<file path="src/rtl/truth_table_sweeper.sv">
// Sweeps the 4-bit code driving a combinational function block, captures each
// 10-bit result row into a small truth-table RAM and folds it into an XOR signature.
module truth_table_sweeper #(
    parameter int SETTLE_CYCLES = 4
) (
    input  logic       clk,
    input  logic       rst_n,
    input  logic       start,
    input  logic       abort,
    output logic       w,
    output logic       x,
    output logic       y,
    output logic       z,
    input  logic [9:0] f_in,
    output logic       busy,
    output logic       done,
    input  logic [3:0] rd_addr,
    output logic [9:0] rd_data,
    output logic [9:0] signature
);

    localparam logic [7:0] RELOAD = 8'(SETTLE_CYCLES - 1);

    typedef enum logic [1:0] {IDLE, SETTLE, CAPTURE, DONE} state_t;

    state_t     state;
    state_t     state_nxt;
    logic [3:0] code;
    logic [7:0] counter;
    logic [9:0] mem [16];

    logic launch;
    logic do_write;
    logic advance;
    logic clear_code;

    assign {w, x, y, z} = code;

    always_ff @(posedge clk or negedge rst_n) begin
        if (!rst_n) begin
            state <= IDLE;
        end else begin
            state <= state_nxt;
        end
    end

    // abort outranks start, and a CAPTURE cycle hit by abort never writes
    always_comb begin
        state_nxt  = state;
        launch     = 1'b0;
        do_write   = 1'b0;
        advance    = 1'b0;
        clear_code = 1'b0;
        busy       = 1'b0;
        done       = 1'b0;
        case (state)
            IDLE: begin
                if (start && !abort) begin
                    state_nxt = SETTLE;
                    launch    = 1'b1;
                end
            end
            SETTLE: begin
                busy = 1'b1;
                if (abort) begin
                    state_nxt  = IDLE;
                    clear_code = 1'b1;
                end else if (counter == 8'd0) begin
                    state_nxt = CAPTURE;
                end
            end
            CAPTURE: begin
                busy = 1'b1;
                if (abort) begin
                    state_nxt  = IDLE;
                    clear_code = 1'b1;
                end else begin
                    do_write = 1'b1;
                    if (code == 4'd15) begin
                        state_nxt = DONE;
                    end else begin
                        advance   = 1'b1;
                        state_nxt = SETTLE;
                    end
                end
            end
            DONE: begin
                done = 1'b1;
                if (abort) begin
                    state_nxt  = IDLE;
                    clear_code = 1'b1;
                end else if (start) begin
                    state_nxt = SETTLE;
                    launch    = 1'b1;
                end
            end
            default: state_nxt = IDLE;
        endcase
    end

    always_ff @(posedge clk or negedge rst_n) begin
        if (!rst_n) begin
            code      <= 4'd0;
            counter   <= 8'd0;
            signature <= 10'd0;
        end else begin
            if (launch) begin
                code      <= 4'd0;
                counter   <= RELOAD;
                signature <= 10'd0;
            end else begin
                if (clear_code) begin
                    code <= 4'd0;
                end else if (advance) begin
                    code    <= code + 4'd1;
                    counter <= RELOAD;
                end else if (state == SETTLE && counter != 8'd0) begin
                    counter <= counter - 8'd1;
                end
                if (do_write) begin
                    signature <= signature ^ f_in;
                end
            end
        end
    end

    // Read is registered from the pre-edge contents, so a same-edge write is not visible
    always_ff @(posedge clk or negedge rst_n) begin
        if (!rst_n) begin
            for (int i = 0; i < 16; i++) begin
                mem[i] <= 10'd0;
            end
            rd_data <= 10'd0;
        end else begin
            rd_data <= mem[rd_addr];
            if (do_write) begin
                mem[code] <= f_in;
            end
        end
    end

endmodule

</file>
<file path="config.mk">
export PLATFORM = sky130hd
export DESIGN_NAME = truth_table_sweeper
export DESIGN_NICKNAME = d
export VERILOG_FILES = /design/src/rtl/truth_table_sweeper.sv
export SDC_FILE = /design/constraint.sdc
export NUM_CORES = 1
export LEC_CHECK = 0
export ABC_AREA = 0
export BUFFER_PORTS_ARGS = -buffer_cell sky130_fd_sc_hd__buf_4
export CORE_MARGIN = 5
export CORE_UTILIZATION = 24
export CTS_CLUSTER_SIZE = 20
export DETAILED_ROUTE_END_ITERATION = 8
export PLACE_DENSITY = 0.35
export SLEW_MARGIN = 5
export SYNTH_ARGS = -nofsm -noshare
export SYNTH_HDL_FRONTEND = slang
export SYNTH_SLANG_ARGS = --single-unit
export TNS_END_PERCENT = 1
</file>
<file path="constraint.sdc">
create_clock -name clk -period 3.93 [get_ports clk]
set_input_delay 0.5895 -clock clk [delete_from_list [all_inputs] [get_ports clk]]
set_output_delay 0.5895 -clock clk [all_outputs]
set_load 0.1 [all_outputs]
</file>
Yosys cells after proc, flatten, opt, wreduce, memory -nomap -nowiden
Cells that the tools add are included.

cells by class
  add/subtract/negate cells = 2
  multiply operators = 0
  divide/modulo/power cells = 0
  $lt $le $gt $ge = 3
  equal/unequal tests = 8
  shift operators = 0
  multiplexer cells = 36
  bitwise gates (word level) = 3
  reductions and logical operators = 14

operators by type and width
  kind                 count
  $bwmux 160           1
  $mux 10              5
  $bmux 10 s4          1
  $demux 10 s4         1
  $mux 8               4
  $mux 2               7
  $mux 1               12
  $mux 4               3
  $ge 5x5->1 const B   2
  $not 4->5            2
  $xor 10x10->10       1
  $logic_not 8->1      1
  $pmux 2 s4           1
  $reduce_bool 8->1    1
  $sub 8x1->8 const B  1
  $ne 3x3->1 const B   2
  $reduce_bool 3->1    2
  $lt 5x1->1 const B   1
  $add 4x1->4 const B  1
  $eq 2x2->1 const B   2
  $eq 4x4->1 const B   1
  $ne 2x2->1 const B   2
  $logic_and 1x1->1    3
  $reduce_and 3->1     1
  other kinds (8)      8

storage, ports and cells
  bits in registers = 194
  bits in latches = 0
  memory bits (writable) = 0
  ROM bits = 0
  input bits = 18
  output and inout bits = 26
  logic and storage cells = 87
  memories kept = 0

Depth between registers and ports, before layout
Gate-level depths: netlist of run 1.

  word-level depth = 7
  gate-level depth with buffers = 8
  gate-level depth less buffers = 6

Least setup slack after synthesis of run 1
OpenSTA, ideal clock, no wires.

  kind = reg2reg
  start = reg code[1]
  end = reg mem[127] in the netlist's numbering
  library setup time = 0.128 ns
  arrival time = 2.094 ns
  data required time = 3.802 ns
  slack = 1.709 ns
  stages on the path, launching flop included = 5
  path buffers = 1
  period minus slack after synthesis = 2.221 ns
  cell sequence = dfrtp_1 -> ha_1 -> clkbuf_1 -> nand2_1 -> mux2_1

between the ends
  cells in the longest elaborated chain, start to end = 6
  elaborated cells on any way between the ends = 7
  classes of those cells = order compare (2); mux (3); bitwise (1); reduce/logical (1)

ends and longest elaborated chain
  what                                                            RTL line  source
  from (decl)                                                     28        logic [3:0] code;
  from (signal assigned)                                          115       code <= code + 4'd1;
  $not 4->5 (implied by the code) (*)                             137       mem[code] <= f_in;
  $ge 5x5->1 (implied by the code) or $lt 5x1->1 (tied branches)  137
  $logic_and 1x1->1 (implied by the code)                         137
  $mux 10 (implied by the code)                                   137
  $demux 10 s4 (*)                                                137
  $bwmux 160 (*)                                                  137
  to (signal, indexed assignment)                                 137
  to (decl)                                                       30        logic [9:0] mem [16];

Mark *: on every way between the ends. The rest lies on a longest branch, timed or not.
A chain may end at the register's enable or synchronous reset.

Worst setup path in the final report of run 1
  start = reg state[0]
  end = reg mem[48] in the netlist's numbering

between the ends
  cells in the longest elaborated chain, start to end = 2

ends and longest elaborated chain
  what                    RTL line  source
  from (decl)             26        state_t state;
  from (signal assigned)  43        state <= state_nxt;
  $eq 2x2->1              56        case (state)
  $mux 1                  56

No other way between the ends.

==> impl_metrics.env, run 1 <==
export IMPL_setup_total_negative_slack_ns=0
export IMPL_final_max_slew_viol_count=0
export IMPL_synth_warnings=0
export IMPL_status="completed"
export IMPL_fp_dieH_um=201
export IMPL_die_w_um=201
export IMPL_wl_per_cell_um=21.8
export IMPL_layout_nets=659
export IMPL_post_cts_buffers=0
export IMPL_grt_pass1_vias=5527
export IMPL_ys_ff_latch=194
export IMPL_drc=0
export IMPL_fin_util_pct=28.5
export IMPL_rsz0062_at_grt="no"
export IMPL_fmax_mhz=423
export IMPL_cp_end_kind="register"
export IMPL_period_needed_ns=2.37
export IMPL_setup_violations=0
export IMPL_start_kind="register"
export IMPL_post_place_ws_ns=1.35
export IMPL_cts_buffer_depth=2
export IMPL_drive_gt1_share_pct=44.1
export IMPL_syn_cell_area_um2=8720
export IMPL_cp_arrival_ns=2.67
export IMPL_syn_to_final_growth_pct=17.0
export IMPL_coreArea_um2=35700
export IMPL_finClkSkew_ns=0.0128
export IMPL_dieArea_um2=40200
export IMPL_syn_inst=590
export IMPL_clk_latency_ns=0.43
export IMPL_grt_use_total_pct=12.2
export IMPL_required_ns=4.24
export IMPL_powerDensity_nw_per_um2=470
export IMPL_dp_hpwl_um=15800
export IMPL_cts_sinks=194
export IMPL_hold_class="input port to asynchronous set/reset pin"
export IMPL_cts_tree="built"
export IMPL_cts_root_buf="clkbuf_16"
export IMPL_crit_path_max_fanout=10
export IMPL_finalHoldViolations=0
export IMPL_start_util_pct=24.4
export IMPL_seq_area_frac_synth_pct=55.7
export IMPL_synth_common_cells="194 x dfrtp_1, 153 x mux2_2, 40 x mux4_2"
export IMPL_wirelength_um=24000
export IMPL_period_share_pct=60.2
export IMPL_yosys_area_top_type="dfrtp_1"
export IMPL_grt_pass1_wl_um=37100
export IMPL_diodes=0
export IMPL_numPortBuffers=43
export IMPL_hold_buffers=0
export IMPL_cts_resized_gates=0
export IMPL_avgSynthCellArea_um2=14.8
export IMPL_cts_max_level=4
export IMPL_synth_ff_type="dfrtp_1"
export IMPL_synthDistinctLibCells=43
export IMPL_p_leak_nw=4.92
export IMPL_worstSetupPathType="register to register"
export IMPL_syn_nets=619
export IMPL_antenna_found_initial=0
export IMPL_worst_pin_slew_ns=1.34
export IMPL_timing_max_cap_violations=0
export IMPL_synth_most_common_cell="dfrtp_1"
export IMPL_n_fill_cell=3626
export IMPL_viasPerCell=4.58
export IMPL_synth_top_area_share_pct=55.7
export IMPL_ir_worst_vdd_uv=322
export IMPL_yosys_top_cells_area="dfrtp_1 56%, mux2_2 20%, mux4_2 10%"
export IMPL_synthArstFlopShare_pct=100
export IMPL_dp_cells=1072
export IMPL_synth_edff_count=0
export IMPL_relSlewSlack_pct=10.5
export IMPL_num_vias=5033
export IMPL_drt_pass1_iterations=4
export IMPL_ant_nets=0
export IMPL_cts_buffers=17
export IMPL_clk_pin_slew_ns=0.07
export IMPL_finalWorstSetupSlack_ns=1.56
export IMPL_overflow=0
export IMPL_grt_max_degree=82
export IMPL_p_total_w=0.00479
export IMPL_drt_iter0_drc=214
export IMPL_stdcell_count=1100
export IMPL_gp_congestion=0.695
export IMPL_ioPinCount=44
export IMPL_rows=69
[stage by stage]
stage,cell area [um2],hold WS (ns)
finish,10200,0.198
global route,10200,0.243
CTS,10200,0.238
detailed placement,9570,0.480
global placement,9570,0.470
floorplan,8720,0.294
[report_power, final]
| part | switching, W | internal, W | total [W] | leakage [nW] |
|---|---|---|---|---|
| Clock | 0.000768 | 0.00113 | 0.00190 | 0.304 |
| Combinational | 0.000529 | 0.000217 | 0.000746 | 1.92 |
| Sequential | 0.0000640 | 0.00208 | 0.00214 | 2.70 |
[final cells by class]
cell class                 count  area [um2]  share of cell area (%)
multi-input combinational    357        3710                    36.3
tap                          461         577                    5.66
clock buffer                  18         439                    4.31
timing repair buffer          51         402                    3.94
clock inverter                10         185                    1.82
sequential                   194        4850                    47.6
inverter                       9        33.8                   0.331
[sequential cells by signal, indices dropped and copies added (netlist names)]
| register | count |
|---|---|
| mem | 160 |
| rd_data | 10 |
| signature | 10 |
| counter | 8 |
| code | 4 |
| state | 2 |
[layer usage]
| metal | vias to the layer above | track usage (%) | part of all wire (%) |
|---|---|---|---|
| li1 | 2249 | - | - |
| met1 | 2716 | 17.0 | 49 |
| met2 | 59 | 19.9 | 48 |
| met3 | 9 | 2.52 | 2.3 |
| met4 | 0 | 2.36 | 0.76 |
| met5 | - | 0 | 0 |
[path summary, 6_finish.rpt]
check,cells after the start,endpoint,slack [ns],startpoint
worst min-delay path,1,mem[33],0.20,rst_n
max in group asynchronous,2,mem[145],2.80,rst_n
worst max register to register,6,mem[48],1.56,state[0]
min in group clk,1,mem[152],0.49,mem[152]
worst max-delay path,6,mem[48],1.56,state[0]
worst min register to register,1,mem[152],0.49,mem[152]
[cells in the final DEF (no fill, tap or decap), types with 6 or more instances in the layout]
cell type,instances
nand2_1,37
a21oi_1,9
ha_1,11
mux2_2,153
buf_4,49
nor2_1,15
a22oi_1,20
xor2_1,11
o21ai_0,6
mux4_2,40
clkbuf_16,17
dfrtp_1,194
mux2_1,7
inv_1,9
[critical path: stages (launching register included)]
cell and delay, ns:
dfrtp_1 0.45, inv_1 0.13, ha_1 0.20, nand2b_1 0.08
nor3_1 0.38, nand2_1 0.55, mux2_2 0.45
[cells by family (layout without fill, tap and decap cells)]
| logic type | Yosys count | after routing | synth area share [%] |
|---|---|---|---|
| AO/OA/AOI/OAI | 48 | 48 | 3.85 |
| adder cells (fa/ha/maj) | 11 | 11 | 1.58 |
| XOR/XNOR | 13 | 13 | 1.31 |
| buffers and inverters | 39 | 88 | 1.81 |
| flip-flops | 194 | 194 | 55.7 |
| AND/OR/NAND/NOR | 84 | 84 | 4.66 |
| multiplexers | 201 | 201 | 31.1 |
No activity file was read; power rests on OpenSTA's default activity.
==> inputs of run 2 (changes only) <==
--- a/config.mk
+++ b/config.mk
@@ -11,7 +11,7 @@
 export CORE_UTILIZATION = 24
 export CTS_CLUSTER_SIZE = 20
 export DETAILED_ROUTE_END_ITERATION = 8
-export PLACE_DENSITY = 0.35
+export PLACE_DENSITY = 0.36
 export SLEW_MARGIN = 5
 export SYNTH_ARGS = -nofsm -noshare
 export SYNTH_HDL_FRONTEND = slang
==> constraint.sdc (replaced) <==
create_clock -name clk -period 2.1 [get_ports clk]
set_input_delay 0.315 -clock clk [delete_from_list [all_inputs] [get_ports clk]]
set_output_delay 0.315 -clock clk [all_outputs]
set_load 0.1 [all_outputs]
==> run 2 against run 1 <==
Effect of this change: die area unchanged; clock power increased by 64%; cell area is 2.7% higher; non-clock buffer count increased by 37; setup slack lost 1.4 ns; critical path type unchanged; critical endpoint is now mem[86]; largest cell class unchanged.
==> impl_metrics.env, run 2 (synthesized netlist as in run 1, its figures left out) <==
export IMPL_wirelength_um=23200
export IMPL_drt_pass1_iterations=4
export IMPL_cts_sinks=194
export IMPL_crit_chain="inv_1, ha_1, nor2b_1, and3_1, nand2_2, mux2_2"
export IMPL_num_vias=5157
export IMPL_hold_class="input port to register"
export IMPL_worstSetupPathType="register to register"
export IMPL_final_area_um2=10500
export IMPL_grt_pass1_wl_um=36700
export IMPL_clk_latency_ns=0.44
export IMPL_grt_busiest_layer="met2"
export IMPL_start_util_pct=24.4
export IMPL_crit_path_max_fanout=10
export IMPL_grtUsageMet2_pct=19.0
export IMPL_p_total_w=0.00859
export IMPL_dp_hpwl_um=16200
export IMPL_drt_iter0_drc=249
export IMPL_drc=0
export IMPL_ir_worst_vdd_uv=580
export IMPL_critical_path_max_stage_delay_ns=0.38
export IMPL_n_fill_cell=3676
export IMPL_cp_end_kind="register"
export IMPL_fin_util_pct=29.3
export IMPL_swShare_pct=31.2
export IMPL_mostFrequentLayoutCells="192 x dfrtp_1, 153 x mux2_2, 80 x buf_4"
export IMPL_p_clk_share_pct=36.2
export IMPL_p_seq_share_pct=46.4
export IMPL_met1_usage_pct=16.7
export IMPL_drive_gt1_share_pct=47.8
export IMPL_cp_arrival_ns=2.25
export IMPL_period_needed_ns=1.94
export IMPL_numPortBuffers=43
export IMPL_p_int_w=0.00591
export IMPL_powerDensity_nw_per_um2=820
export IMPL_rsz0062_at_grt="no"
export IMPL_die_w_um=201
export IMPL_finalHoldViolations=0
export IMPL_finClkSkew_ns=0.0162
export IMPL_coreArea_um2=35700
export IMPL_grt_max_degree=58
export IMPL_dieArea_um2=40200
export IMPL_cts_buffer_depth=2
export IMPL_start_kind="register"
export IMPL_use_met3_pct=2.26
export IMPL_syn_to_final_growth_pct=20.1
export IMPL_final_common_cell="dfrtp_1"
export IMPL_required_ns=2.41
export IMPL_fp_dieH_um=201
export IMPL_p_leak_nw=5.07
export IMPL_clk_pin_slew_ns=0.08
export IMPL_worst_pin_slew_ns=1.04
export IMPL_overflow=0
export IMPL_layout_nets=696
export IMPL_status="completed"
export IMPL_comb_power_share_pct=17.4
export IMPL_period_share_pct=92.4
export IMPL_rows=69
export IMPL_setup_violations=0
export IMPL_crit_slowest_cell="dfrtp_1"
export IMPL_diodes=0
export IMPL_fmax_mhz=516
export IMPL_cts_root_buf="clkbuf_16"
export IMPL_gp_congestion=0.743
export IMPL_largest_register="mem"
export IMPL_wl_per_cell_um=20.3
export IMPL_net_switching_power_w=0.00268
export IMPL_cts_buffers=17
export IMPL_ant_nets=0
export IMPL_final_max_slew_viol_count=0
export IMPL_cts_tree="built"
export IMPL_largestRegisters="mem (160), rd_data (10), signature (10)"
export IMPL_grt_pass1_vias=5710
export IMPL_placedInstanceArea_um2=9910
export IMPL_largest_register_ffs=160
export IMPL_antenna_found_initial=0
export IMPL_timing_max_cap_violations=0
export IMPL_grt_use_total_pct=11.9
export IMPL_ioPinCount=44
export IMPL_relSlewSlack_pct=30.3
export IMPL_cts_max_level=4
export IMPL_viasPerCell=4.52
## run 2: changes by cell type in the layout (fill, tap and decap cells not counted), moves of 2 or more
cell,delta
dfrtp_2,+2
clkinvlp_4,+2
buf_4,+31
dfrtp_1,-2
bufinv_16,-5
inv_6,+4
clkinv_4,+2
buf_12,+5
## run 2: power by group through the flow
stage	combinational, W	sequential [W]	clock [W]
after global routing	0.00164	0.00401	0.00340
after floorplan	0.000724	0.00434	0
after detailed placement	0.00151	0.00406	0
after CTS	0.00152	0.00399	0.00324
after global placement	0.00149	0.00406	0
final	0.00149	0.00399	0.00311
## run 2: worst paths after layout
| check | start | end | slack [ns] | depth (start not counted) |
|---|---|---|---|---|
| setup / recovery | state[0] | mem[86] | 0.16 | 6 |
| max in group asynchronous | rst_n | mem[0] | 0.94 | 3 |
| min in group asynchronous | rst_n | mem[25] | 0.44 | 2 |
| hold / removal | f_in[1] | mem[151] | 0.27 | 2 |
| setup reg to reg | state[0] | mem[86] | 0.16 | 6 |
| hold reg to reg | mem[151] | mem[151] | 0.49 | 1 |
## run 2: per-layer routing
| metal | vias up | wire length (um) |
|---|---|---|
| li1 | 2325 | - |
| met5 | - | 0 |
| met3 | 16 | 671 |
| met1 | 2750 | 11100 |
| met4 | 0 | 311 |
| met2 | 66 | 11100 |
## run 2: worst max-delay path: cells and delay by family (launching register included)
| kind | cells | cell delay [ns] |
|---|---|---|
| mux | 1 | 0.35 |
| fa+ha+maj | 1 | 0.18 |
| simple gates | 3 | 0.80 |
| flops | 1 | 0.38 |
| buf+inv | 1 | 0.10 |
## run 2: what timing repair did
item,CTS,global route
endpoints found under the hold margin,52,0
endpoints found under the setup margin,0,1
hold buffers,1,0
buffers inserted,0,0
resized for setup,0,2
## run 2: stage by stage
stage                     cells  hold WS [ns]  setup TNS [ns]  worst slack (ns)
after floorplan             590        0.0194           -5.09            -0.103
after global placement     1108         0.337               0             0.155
after detailed placement   1108         0.334               0             0.128
after CTS                  1141         0.256               0             0.100
after global routing       1141         0.281               0          0.000974
final                      1141         0.269               0             0.160
## run 2: cell type report
type	count	area, um2	area share, %
flip-flops and latches	194	4860	46.4
multi-input cells	357	3710	35.4
repair buffers	88	744	7.11
well taps	461	577	5.51
clock buffers	18	429	4.10
clock inverters	14	125	1.19
inverters	9	33.8	0.323
==> inputs of run 3 (changes only) <==
--- a/config.mk
+++ b/config.mk
@@ -9,9 +9,11 @@
 export BUFFER_PORTS_ARGS = -buffer_cell sky130_fd_sc_hd__buf_4
 export CORE_MARGIN = 5
 export CORE_UTILIZATION = 24
+export CTS_CLUSTER_DIAMETER = 200
 export CTS_CLUSTER_SIZE = 20
 export DETAILED_ROUTE_END_ITERATION = 8
 export PLACE_DENSITY = 0.36
+export RECOVER_POWER = 25
 export SLEW_MARGIN = 5
 export SYNTH_ARGS = -nofsm -noshare
 export SYNTH_HDL_FRONTEND = slang
==> run 3 against run 2 <==
Effect of this change: cell area fell by 0.27%; sequential power barely moved; non-clock buffer count did not move; wire length rose by 0.11%; largest cell class unchanged; combinational power barely moved; clock power barely moved; maximum frequency fell by 0.40%; power barely moved.
==> impl_metrics.env, run 3 (synthesized netlist as in run 1, its figures left out) <==
export IMPL_status="completed"
export IMPL_ir_worst_vdd_uv=581
export IMPL_multi_input_area_um2=3710
export IMPL_grt_pass1_wl_um=36700
export IMPL_p_leak_nw=5.05
export IMPL_grt_use_total_pct=11.9
export IMPL_whs_ns=0.262
export IMPL_diodes=0
export IMPL_use_met3_pct=2.26
export IMPL_layout_nets=696
export IMPL_drt_pass1_iterations=4
export IMPL_cts_sinks=194
export IMPL_powerDensity_nw_per_um2=823
export IMPL_worstSetupPathType="register to register"
export IMPL_hold_path_depth=2
export IMPL_coreArea_um2=35700
export IMPL_fp_dieH_um=201
export IMPL_dp_hpwl_um=16200
export IMPL_wirelength_um=23200
export IMPL_mostFrequentLayoutCells="192 x dfrtp_1, 153 x mux2_2, 79 x buf_4"
export IMPL_overflow=0
export IMPL_ant_nets=0
export IMPL_cts_root_buf="clkbuf_16"
export IMPL_setup_violations=0
export IMPL_rows=69
export IMPL_final_common_cell="dfrtp_1"
export IMPL_finalHoldViolations=0
export IMPL_met1_usage_pct=16.7
export IMPL_required_ns=2.41
export IMPL_period_share_pct=92.7
export IMPL_hold_class="input port to register"
export IMPL_gp_congestion=0.743
export IMPL_start_kind="register"
export IMPL_ff2ff_path_depth=6
export IMPL_cts_buffers=17
export IMPL_reg2reg_to="mem[86]"
export IMPL_cts_max_level=4
export IMPL_fin_util_pct=29.2
export IMPL_dieArea_um2=40200
export IMPL_syn_to_final_growth_pct=19.8
export IMPL_wl_per_cell_um=20.3
export IMPL_drc=0
export IMPL_final_area_um2=10400
export IMPL_placedInstanceArea_um2=9910
export IMPL_drt_iter0_drc=233
export IMPL_clk_pin_slew_ns=0.08
export IMPL_rsz0062_at_grt="no"
export IMPL_cp_end_kind="register"
export IMPL_r2r_start="state[0]"
export IMPL_r2r_slack_ns=0.15
export IMPL_largestRegisters="mem (160), rd_data (10), signature (10)"
export IMPL_cts_tree="built"
export IMPL_die_w_um=201
export IMPL_largest_register="mem"
export IMPL_crit_path_max_fanout=10
export IMPL_cp_arrival_ns=2.26
export IMPL_finClkSkew_ns=0.0115
export IMPL_n_fill_cell=3678
export IMPL_hold_start="f_in[1]"
export IMPL_timing_max_cap_violations=0
export IMPL_viasPerCell=4.52
export IMPL_relSlewSlack_pct=33.3
export IMPL_fmax_mhz=513
export IMPL_final_max_slew_viol_count=0
export IMPL_grt_busiest_layer="met2"
export IMPL_cts_buffer_depth=2
export IMPL_worst_pin_slew_ns=0.997
export IMPL_grt_pass1_vias=5710
export IMPL_largest_register_ffs=160
export IMPL_grtUsageMet2_pct=19.0
export IMPL_ioPinCount=44
export IMPL_numPortBuffers=43
export IMPL_grt_max_degree=58
export IMPL_start_util_pct=24.4
export IMPL_drive_gt1_share_pct=47.6
export IMPL_period_needed_ns=1.95
export IMPL_num_vias=5163
export IMPL_hold_path_end="mem[151]"
export IMPL_antenna_found_initial=0
export IMPL_post_cts_buffers=0
export IMPL_clk_latency_ns=0.43
export IMPL_ff_latch_area_um2=4860
## run 3: cell count changes in the layout (fill, tap and decap cells not counted), sizes merged
cell / change
buf: -3
clkbuf: +3
## run 3: layer usage
metal / routed length, um / share of wire, %
met1: 11100 / 48
met2: 11100 / 48
met3: 726 / 3.1
met4: 314 / 1.4
met5: 0 / 0
## run 3: critical path, stage by stage (launching register included)
cell and delay (ns):
dfrtp_1 0.38, inv_1 0.10, ha_1 0.19, nor2b_1 0.18
and3_1 0.34, nand2_2 0.28, mux2_2 0.35
## run 3: area by class of cell
cell class,instances,area share (%)
clock buffer,18,4.11
clock inverter,14,1.20
inverter,9,0.323
multi-input combinational,357,35.5
sequential,194,46.5
tap,461,5.52
timing repair buffer,88,6.85
## run 3: power by group
part           leakage, nW  switching (W)  internal, W
combinational         2.10        0.00102     0.000464
sequential            2.69       0.000102      0.00388
clock                0.263        0.00156      0.00156
## run 3: worst max-delay path by stage
stage,endpoint,depth (start not counted),start
detailed placement,counter[3],6,state[1]
floorplan,mem[40],4,code[3]
global route,mem[87],6,state[0]
CTS,counter[3],6,state[1]
global placement,counter[7],7,state[1]
finish,mem[86],6,state[0]
## run 3: metrics by stage
step	std cells	total power [W]	setup TNS, ns	worst slack [ns]
finish	1141	0.00859	0	0.152
detailed placement	1108	0.00557	0	0.128
global route	1141	0.00904	0	0.000974
global placement	1108	0.00554	0	0.155
floorplan	590	0.00507	-5.09	-0.103
CTS	1141	0.00875	0	0.100
## run 3: what timing repair did
action                                  in CTS  in global routing
hold endpoints to repair                    52                  0
resized for setup                            0                  2
endpoints found under the setup margin       0                  1
hold buffers                                 1                  0
